--- src/rtl/flappy_pipe_engine.sv ---
// Pipe-obstacle engine: scrolling pipe pairs with LFSR gaps, per-pixel pipe mask, score and game FSM.
// Optional collision logic (hit latch, RUN->HIT) is built only when PIPE_COLLIDE_EN is defined.
module flappy_pipe_engine #(
   parameter int NUM_PIPES    = 3,
   parameter int PIPE_WIDTH   = 70,
   parameter int PIPE_SPACING = 250,
   parameter int GAP_MIN      = 120,
   parameter int TOP_MIN      = 40
) (
   input  logic        clk,
   input  logic        reset,
   input  logic        chipselect,
   input  logic        write,
   input  logic        read,
   input  logic [2:0]  address,
   input  logic [7:0]  writedata,
   output logic [7:0]  readdata,
   input  logic [10:0] hcount,
   input  logic [9:0]  vcount,
   input  logic        blank_n,
   input  logic        frame_tick,
   input  logic [9:0]  bird_x,
   input  logic        bird_pix,
   output logic        pipe_pix,
   output logic [1:0]  state,
   output logic [15:0] score
);

   // state   | meaning
   // IDLE    | pipes parked at the init set, no motion
   // RUN     | pipes scroll by speed on every frame_tick
   // HIT     | bird touched a pipe, everything frozen until start/stop
   typedef enum logic [1:0] {ST_IDLE = 2'd0, ST_RUN = 2'd1, ST_HIT = 2'd2} state_t;

   localparam logic signed [12:0] PW13 = 13'(PIPE_WIDTH);

   function automatic logic [11:0] init_xr(input int i);
      return 12'(640 + PIPE_WIDTH + i * PIPE_SPACING);
   endfunction

   function automatic logic [9:0] init_gap_top(input int i);
      return 10'(TOP_MIN + ((64 * i) % 256));
   endfunction

   state_t        state_q, state_d;
   logic [15:0]   score_q, score_d;
   logic [2:0]    speed_q, speed_d;
   logic [15:0]   lfsr_q, lfsr_d;
   logic [7:0]    readdata_q, readdata_d;
   logic [11:0]   xr_q [NUM_PIPES];
   logic [11:0]   xr_d [NUM_PIPES];
   logic [9:0]    gap_top_q [NUM_PIPES];
   logic [9:0]    gap_top_d [NUM_PIPES];
   logic [9:0]    gap_h_q [NUM_PIPES];
   logic [9:0]    gap_h_d [NUM_PIPES];

   logic          wr_en;
   logic          tick_run;
   logic          do_init;
   logic          move_en;
   logic          crossed;
   logic          pix;
   logic [15:0]   r;
   logic signed [12:0] left_old, left_new, bird_s, px_left, col_s;

   assign wr_en    = chipselect & write;
   assign tick_run = frame_tick & ~wr_en & (state_q == ST_RUN);

`ifdef PIPE_COLLIDE_EN
   logic hit_q, hit_d;
   logic unused_in;
   assign unused_in = hcount[0];
   assign move_en   = tick_run & ~hit_q;

   always_comb begin
      hit_d = hit_q;
      if (do_init)
         hit_d = 1'b0;
      else if (frame_tick && state_q != ST_RUN)
         hit_d = 1'b0;
      else if (state_q == ST_RUN && blank_n && bird_pix && pix)
         hit_d = 1'b1;
   end
`else
   logic unused_in;
   assign unused_in = ^{hcount[0], blank_n, bird_pix};
   assign move_en   = tick_run;
`endif

   always_comb begin
      lfsr_d    = {lfsr_q[14:0], lfsr_q[15] ^ lfsr_q[13] ^ lfsr_q[12] ^ lfsr_q[10]};
      state_d   = state_q;
      score_d   = score_q;
      speed_d   = speed_q;
      xr_d      = xr_q;
      gap_top_d = gap_top_q;
      gap_h_d   = gap_h_q;
      do_init   = 1'b0;
      crossed   = 1'b0;
      r         = '0;
      left_old  = '0;
      left_new  = '0;
      bird_s    = $signed({3'd0, bird_x});

      if (wr_en) begin
         if (address == 3'd0) begin
            if (writedata[1]) begin
               do_init = 1'b1;
               state_d = ST_IDLE;
            end else if (writedata[0] && state_q != ST_RUN) begin
               do_init = 1'b1;
               state_d = ST_RUN;
            end
         end else if (address == 3'd1) begin
            speed_d = writedata[2:0];
         end
      end

`ifdef PIPE_COLLIDE_EN
      if (tick_run && hit_q)
         state_d = ST_HIT;
`endif

      if (move_en) begin
         for (int i = 0; i < NUM_PIPES; i++) begin
            if (xr_q[i] <= {9'd0, speed_q}) begin
               // Each pipe draws its new gap from a differently rotated LFSR view.
               r            = 16'({lfsr_q, lfsr_q} >> (16 - ((3 * i) % 16)));
               xr_d[i]      = xr_q[i] + 12'(NUM_PIPES * PIPE_SPACING) - {9'd0, speed_q};
               gap_top_d[i] = 10'(TOP_MIN) + 10'(r >> 8);
               gap_h_d[i]   = 10'(GAP_MIN) + 10'(r & 16'h003F);
            end else begin
               xr_d[i] = xr_q[i] - {9'd0, speed_q};
            end
            left_old = $signed({1'b0, xr_q[i]}) - PW13;
            left_new = $signed({1'b0, xr_d[i]}) - PW13;
            if (left_old > bird_s && left_new <= bird_s)
               crossed = 1'b1;
         end
         if (crossed && score_q != 16'hFFFF)
            score_d = score_q + 16'd1;
      end

      if (do_init) begin
         score_d = '0;
         for (int i = 0; i < NUM_PIPES; i++) begin
            xr_d[i]      = init_xr(i);
            gap_top_d[i] = init_gap_top(i);
            gap_h_d[i]   = 10'(GAP_MIN + 32);
         end
      end
   end

   always_comb begin
      pix     = 1'b0;
      px_left = '0;
      col_s   = $signed({3'd0, hcount[10:1]});
      for (int i = 0; i < NUM_PIPES; i++) begin
         px_left = $signed({1'b0, xr_q[i]}) - PW13;
         if (col_s >= px_left && {2'd0, hcount[10:1]} < xr_q[i] &&
             (vcount < gap_top_q[i] ||
              {1'b0, vcount} >= {1'b0, gap_top_q[i]} + {1'b0, gap_h_q[i]}))
            pix = 1'b1;
      end
   end

   always_comb begin
      readdata_d = readdata_q;
      if (chipselect && read) begin
         case (address)
            3'd0:    readdata_d = {6'd0, state_q};
            3'd1:    readdata_d = score_q[7:0];
            3'd2:    readdata_d = score_q[15:8];
            3'd3:    readdata_d = lfsr_q[7:0];
            default: readdata_d = 8'd0;
         endcase
      end
   end

   always_ff @(posedge clk or posedge reset) begin
      if (reset) begin
         state_q    <= ST_IDLE;
         score_q    <= '0;
         speed_q    <= 3'd2;
         lfsr_q     <= 16'hACE1;
         readdata_q <= '0;
`ifdef PIPE_COLLIDE_EN
         hit_q      <= 1'b0;
`endif
         for (int i = 0; i < NUM_PIPES; i++) begin
            xr_q[i]      <= init_xr(i);
            gap_top_q[i] <= init_gap_top(i);
            gap_h_q[i]   <= 10'(GAP_MIN + 32);
         end
      end else begin
         state_q    <= state_d;
         score_q    <= score_d;
         speed_q    <= speed_d;
         lfsr_q     <= lfsr_d;
         readdata_q <= readdata_d;
`ifdef PIPE_COLLIDE_EN
         hit_q      <= hit_d;
`endif
         xr_q       <= xr_d;
         gap_top_q  <= gap_top_d;
         gap_h_q    <= gap_h_d;
      end
   end

   assign readdata = readdata_q;
   assign pipe_pix = pix;
   assign state    = state_q;
   assign score    = score_q;

endmodule

--- config.mk ---
export PLATFORM = sky130hd
export DESIGN_NAME = flappy_pipe_engine
export DESIGN_NICKNAME = d
export VERILOG_FILES = /design/src/rtl/flappy_pipe_engine.sv
export SDC_FILE = /design/constraint.sdc
export NUM_CORES = 1
export LEC_CHECK = 0
export CAP_MARGIN = 10
export CORE_MARGIN = 1.5
export CORE_UTILIZATION = 55
export CTS_BUF_LIST = sky130_fd_sc_hd__clkbuf_16
export DETAILED_ROUTE_END_ITERATION = 10
export GPL_ROUTABILITY_DRIVEN = 0
export MAX_ROUTING_LAYER = met4
export PLACE_DENSITY_LB_ADDON = 0.08
export SLEW_MARGIN = 20
export SYNTH_ARGS = -nofsm -noshare
export SYNTH_HDL_FRONTEND = slang
export SYNTH_SLANG_ARGS = --single-unit
--- constraint.sdc ---
create_clock -name clk -period 10.1 [get_ports clk]
set_input_delay 2.02 -clock clk [delete_from_list [all_inputs] [get_ports clk]]
set_output_delay 2.02 -clock clk [all_outputs]
set_load 0.05 [all_outputs]
# Word-level counts from Yosys, hierarchy flattened
# Cells that the tools add are included.
# Widths: inputs -> output; s select.
[word_totals]
latchBits = 0
inputBits = 50
reg_bits = 141
n_memories = 0
mem_bits_ro = 0
out_inout_bits = 27
wordCells = 137
ramBits = 0
[classes]
bitwise = 8
add_sub_neg = 25
mul = 0
eq_ne = 6
n_reduce_logical = 28
order_cmp = 21
shift = 0
div = 0
muxes = 35
[op_table]
columns = ["op", "n"]
rows = [
  ["$mux 30", 4],
  ["$sub 12x7->13 const B", 6],
  ["$mux 12", 6],
  ["$mux 36", 2],
  ["$sub 12x3->12", 6],
  ["$mux 10", 6],
  ["$mux 16", 3],
  ["$ge 11x13->1", 3],
  ["$gt 13x11->1", 3],
  ["$le 13x11->1", 3],
  ["$add 12x10->12 const B", 3],
  ["$le 12x3->1", 3],
  ["$lt 10x12->1", 3],
  ["$add 10x10->11", 3],
  ["$ge 10x11->1", 3],
  ["$pmux 8 s4", 1],
  ["$lt 10x10->1", 3],
  ["$add 6x8->9 const A", 3],
  ["$add 7x6->8 const A", 3],
  ["$add 16x1->16 const B", 1],
  ["$ne 16x16->1 const B", 1],
  ["$logic_and 1x1->1", 12],
  ["$reduce_bool 2->1", 6],
  ["$mux 1", 11],
  ["12 further kinds", 25],
]

# Longest topological paths before layout
[logic_depth]
depth_word = 16
mapped_depth = 26
ltp_nobuf = 25

# Least setup slack after synthesis
# No wires, ideal clock.
[synth_path]
path_kind = "in2out"
start = "in vcount[0]"
end = "out pipe_pix"
t_required_ns = 8.080
cell_stages = 13
setup_slack_ns = 3.928
arrival_time_ns = 4.152
path_buffers = 0
path_cell_list = "inv_1 -> ha_1 -> nand2b_1 -> a21o_1 -> a21o_1 -> a21oi_1 -> nor2b_1 -> o21ai_0 -> a21oi_1 -> o21ai_0 -> nand2b_1 -> a221o_1 -> a311o_1"
[synth_between]
elab_chain_len = 6
word_cells_on_any_way = 15
classes_between = "order compare: 6; mux: 3; reduce/logical: 6"
[synth_rtl]
columns = ["element", "line", "text"]
rows = [
  ["from (decl)", "19", "input logic [9:0] vcount,"],
  ["$ge 10x11->1 / $lt 10x10->1 (equally long branches)", "162, 161", ""],
  ["$logic_or 1x1->1", "161", "(vcount < gap_top_q[i] ||"],
  ["$logic_and 1x1->1", "160", "if (col_s >= px_left && {2'd0, hcount[10:1]} < xr_q[i] &&"],
  ["$mux 1 (2 in a row)", "160", ""],
  ["$mux 1 (*)", "160", ""],
  ["to (decl)", "24", "output logic pipe_pix,"],
]
# Mark *: on every way between the ends. The rest lies on a longest branch, timed or not.

# Worst setup path in the final report
[layout_path]
start = "in hcount[2]"
end = "out pipe_pix"
[layout_between]
elab_chain_len = 6
word_cells_on_any_way = 15
classes_between = "order compare: 6; mux: 3; reduce/logical: 6"
[layout_rtl]
columns = ["element", "line", "text"]
rows = [
  ["from (decl)", "18", "input logic [10:0] hcount,"],
  ["$ge 11x13->1 / $lt 10x12->1 (equally long branches)", "160", ""],
  ["$logic_and 1x1->1 (2 in a row)", "160", ""],
  ["$mux 1 (2 in a row)", "160", ""],
  ["$mux 1 (*)", "160", ""],
]
# Marks and branches as above.

==> summary.txt <==
Status: finished, final reports clean
Async SR Flop Fraction: 100.0%
Sequential area share after synthesis: 23.74%
Clock power share: 14.2%
DRC Markers: 0
Clk buf depth: 2
Synth Cell Area: 14030 µm²
Synth Flop Type: dfrtp_1
Worst path top cell family by delay: compound AO/OA/AOI/OAI gates
Die Span Y: 162.7 µm
Syn_nets: 1969
Worst hold stages: 0
Reg area: 3329 µm²
Num CTS Buffers: 17
Critical R2R Launch: speed_q[2]
Switching Power: 2.344 mW
Hold_sp: lfsr_q[6]
Starting DRC count in detailed routing: 805
Worst-Margin Slew: 1.005 ns
Share of cells above drive strength 1: 6.459%
Leakage: 7.159 nW
Max-slew headroom: 32.42%
Clock sinks: 131
EDFF count, synth: 0
Fin crit period: 7.891 ns
Slowest CP cell: clkdlybuf4s50_1
Comb pwr share: 68.7%
CTS root buffer: clkbuf_16
Fill cells: 2268
CTS tree: done
Post-CTS Resized: 0
Count of different cell masters after synthesis: 86
Setup TNS: 0 ns
Row count: 58
Hold Crit Class: flop to flop
Drt via density: 6.053
Switching share of power: 49.22%
Gr usage total: 30.78%
Area of the multi-input gates: 9935 µm²
Synthesis-to-layout area growth: 11.27%
Critical path class: input port to output pin
Int Pwr: 2.418 mW
Max_cap viols: 0
Global-route wire length before repair: 62.22 mm
Slack of the worst reg-to-reg path: 3.05 ns
Worst vdd rail ir drop: 0.2171 mV
Worst endpoint data arrival time: 5.87 ns
Final HPWL DP: 29.65 mm
Avg Inst Size Synth: 8.526 µm²
CP bufs+invs: 2
ANT nets after route: 0
Max frequency: 126.7 MHz
Most frequent cells in the layout: 265 x ha_1, 156 x inv_1, 148 x o21ai_0, 103 x nor2_1, 102 x a21oi_1
Seq pwr share: 17.1%
DR vias: 12.31k
Core area: 25110 µm²
Data required time at the worst endpoint: 8.08 ns
Crit-path cells: clkdlybuf4s50_1, ha_1, nor2b_1, o21a_1, o21a_1, o21ai_0, nand2b_1, a21oi_1, o21ai_0, nand3_1, nand2_1, a222oi_1, a311o_1, clkdlybuf4s50_1
Vias in the first global route: 12.05k
Fin cells: 2034
Synth Instances: 1645
Hold_buf cts: 0
I/O Buffers: 67
Reg2reg end: score[3]
Slew Limit Fails: 0
Placed Cells incl. Taps: 2001
Max Fanout on Critical Path: 6
Hold path endpoint: lfsr_q[7]
Final worst-path cycle share: 78.12%
Drt total wl: 38.37 mm
Die ar.: 26470 µm²
YS warnings: 0
Commonest non-fill, non-tap cell in the layout: ha_1
Pin count of the biggest net entering global routing: 78
Hold Fails Final Rpt: 0
Reg2Reg Depth: 24
Clock latency on the worst-skew pair: 0.44 ns
CP Launch Type: input port
Routed wire per std cell: 18.87 µm
Initial antenna violation count: 1
Crit path capture type: output pin
H-tree depth: 4
Worst-path clk slew: 0.07 ns
Grt total ovfl: 0
NumNets Final: 2014
Final Setup Violations: 0
RSZ-0062 raised after global routing: false
Max incr delay on CP: 0.81 ns
Drt first pass iters: 6
Ports: 77
Die Wd: 162.7 µm
Max Clock Skew: 0.01671 ns
#FFs+latches synth: 131
Post-CTS setup buffer count: 0
Power Density: 305.1 nW/µm²
Starting Density: 55.86%
[power groups by stage]
stage	Clock (mW)	Sequential (mW)	Combinational, mW
after floorplan	0	0.757	2.51
after global placement	0	0.816	3.11
after detailed placement	0	0.818	3.22
after CTS	0.682	0.810	3.25
after global routing	0.702	0.830	3.68
final	0.677	0.816	3.27
[worst max-delay path by stage]
stage	end	from	slack (ns)	depth (start not counted)
floorplan	pipe_pix	vcount[0]	3.93	13
global placement	pipe_pix	hcount[2]	2.33	14
detailed placement	pipe_pix	hcount[2]	2.32	14
CTS	pipe_pix	hcount[2]	2.29	14
global route	pipe_pix	hcount[2]	2.05	14
finish	pipe_pix	hcount[2]	2.21	14
[kinds of logic after synthesis]
| family | count (synthesis) | share of synthesized area (%) |
|---|---|---|
| other | 1 | 0.02674 |
| AO/OA/AOI/OAI | 469 | 21.33 |
| adder cells (fa/ha/maj) | 274 | 24.92 |
| multiplexers | 25 | 1.989 |
| buffers and inverters | 203 | 5.557 |
| flip-flops | 131 | 23.74 |
| AND/OR/NAND/NOR | 436 | 15.72 |
| XOR/XNOR | 106 | 6.717 |
[through the flow]
step / hold WS [ns] / setup slack, ns / instance area (µm²) / util (%) / total power [mW]
5_1_grt: 0.4209 / 2.051 / 15610 / 62.15 / 5.215
6_report: 0.4233 / 2.209 / 15610 / 62.15 / 4.761
3_3_place_gp: 0.4197 / 2.334 / 14980 / 59.66 / 3.929
2_1_floorplan: 0.3741 / 3.928 / 14030 / - / 3.270
4_1_cts: 0.4165 / 2.291 / 15600 / 62.13 / 4.737
3_5_place_dp: 0.4164 / 2.318 / 14980 / 59.66 / 4.036
[cells in the mapped netlist, drive strengths merged, types with 19 or more instances]
cell	n	area share, %
ha	265	24
inv	156	4.2
o21ai	150	5.4
nand2	103	2.9
nor2	103	2.8
a21oi	102	3.6
dfrtp	90	16
xnor2	83	5.2
nand3	57	2.0
dfstp	41	7.7
clkbuf	36	0.96
nor3	33	1.2
a21o	28	1.5
o21a	28	1.5
nor2b	25	1.1
nand2b	24	1.1
o31ai	22	1.2
xor2	22	1.4
o211ai	20	1.1
a211oi	19	1.1
[final cells by class]
class	count	share of cell area, %
Antenna cell	1	0.01603
Clock buffer	17	2.726
Clock inverter	15	1.251
Inverter	157	3.808
Multi-Input combinational cell	1311	63.66
Sequential cell	131	21.33
Tap cell	330	2.646
Timing Repair Buffer	72	4.562
[registers in the layout, summed over array words and instances (netlist names)]
| register | cells |
|---|---|
| xr_q | 36 |
| gap_top_q | 27 |
| gap_h_q | 24 |
| lfsr_q | 16 |
| score | 16 |
| readdata | 8 |
| speed_q | 3 |
| state | 1 |
[per-layer routing]
metal	GRT usage, %	vias up	part of all wire (%)
met1	40.75	5858	46
li1	-	6012	-
met4	8.757	0	2.1
met3	4.482	66	5.6
met2	49.01	376	46
met5	-	-	0
[worst reg2reg max path, cell delays in order (launching register included)]
cell and delay, ns:
dfrtp_1 0.56, inv_1 0.29, ha_1 0.43, nor2b_1 0.19, o31ai_1 0.36, a221o_1 0.84
xor2_1 0.41, inv_1 0.09, ha_1 0.18, inv_1 0.09, nand3_1 0.11, nand2_1 0.16
nand3_1 0.11, xor2_1 0.18, ha_1 0.32, nand2_1 0.05, o21ai_0 0.34, a2111o_1 0.18
a221oi_1 0.05, a211oi_1 0.50, a221oi_1 0.16, o221ai_1 0.76, nand2_4 0.23, nand2b_1 0.19
mux2i_1 0.20
Note: power is estimated with default switching activity, not from simulation.
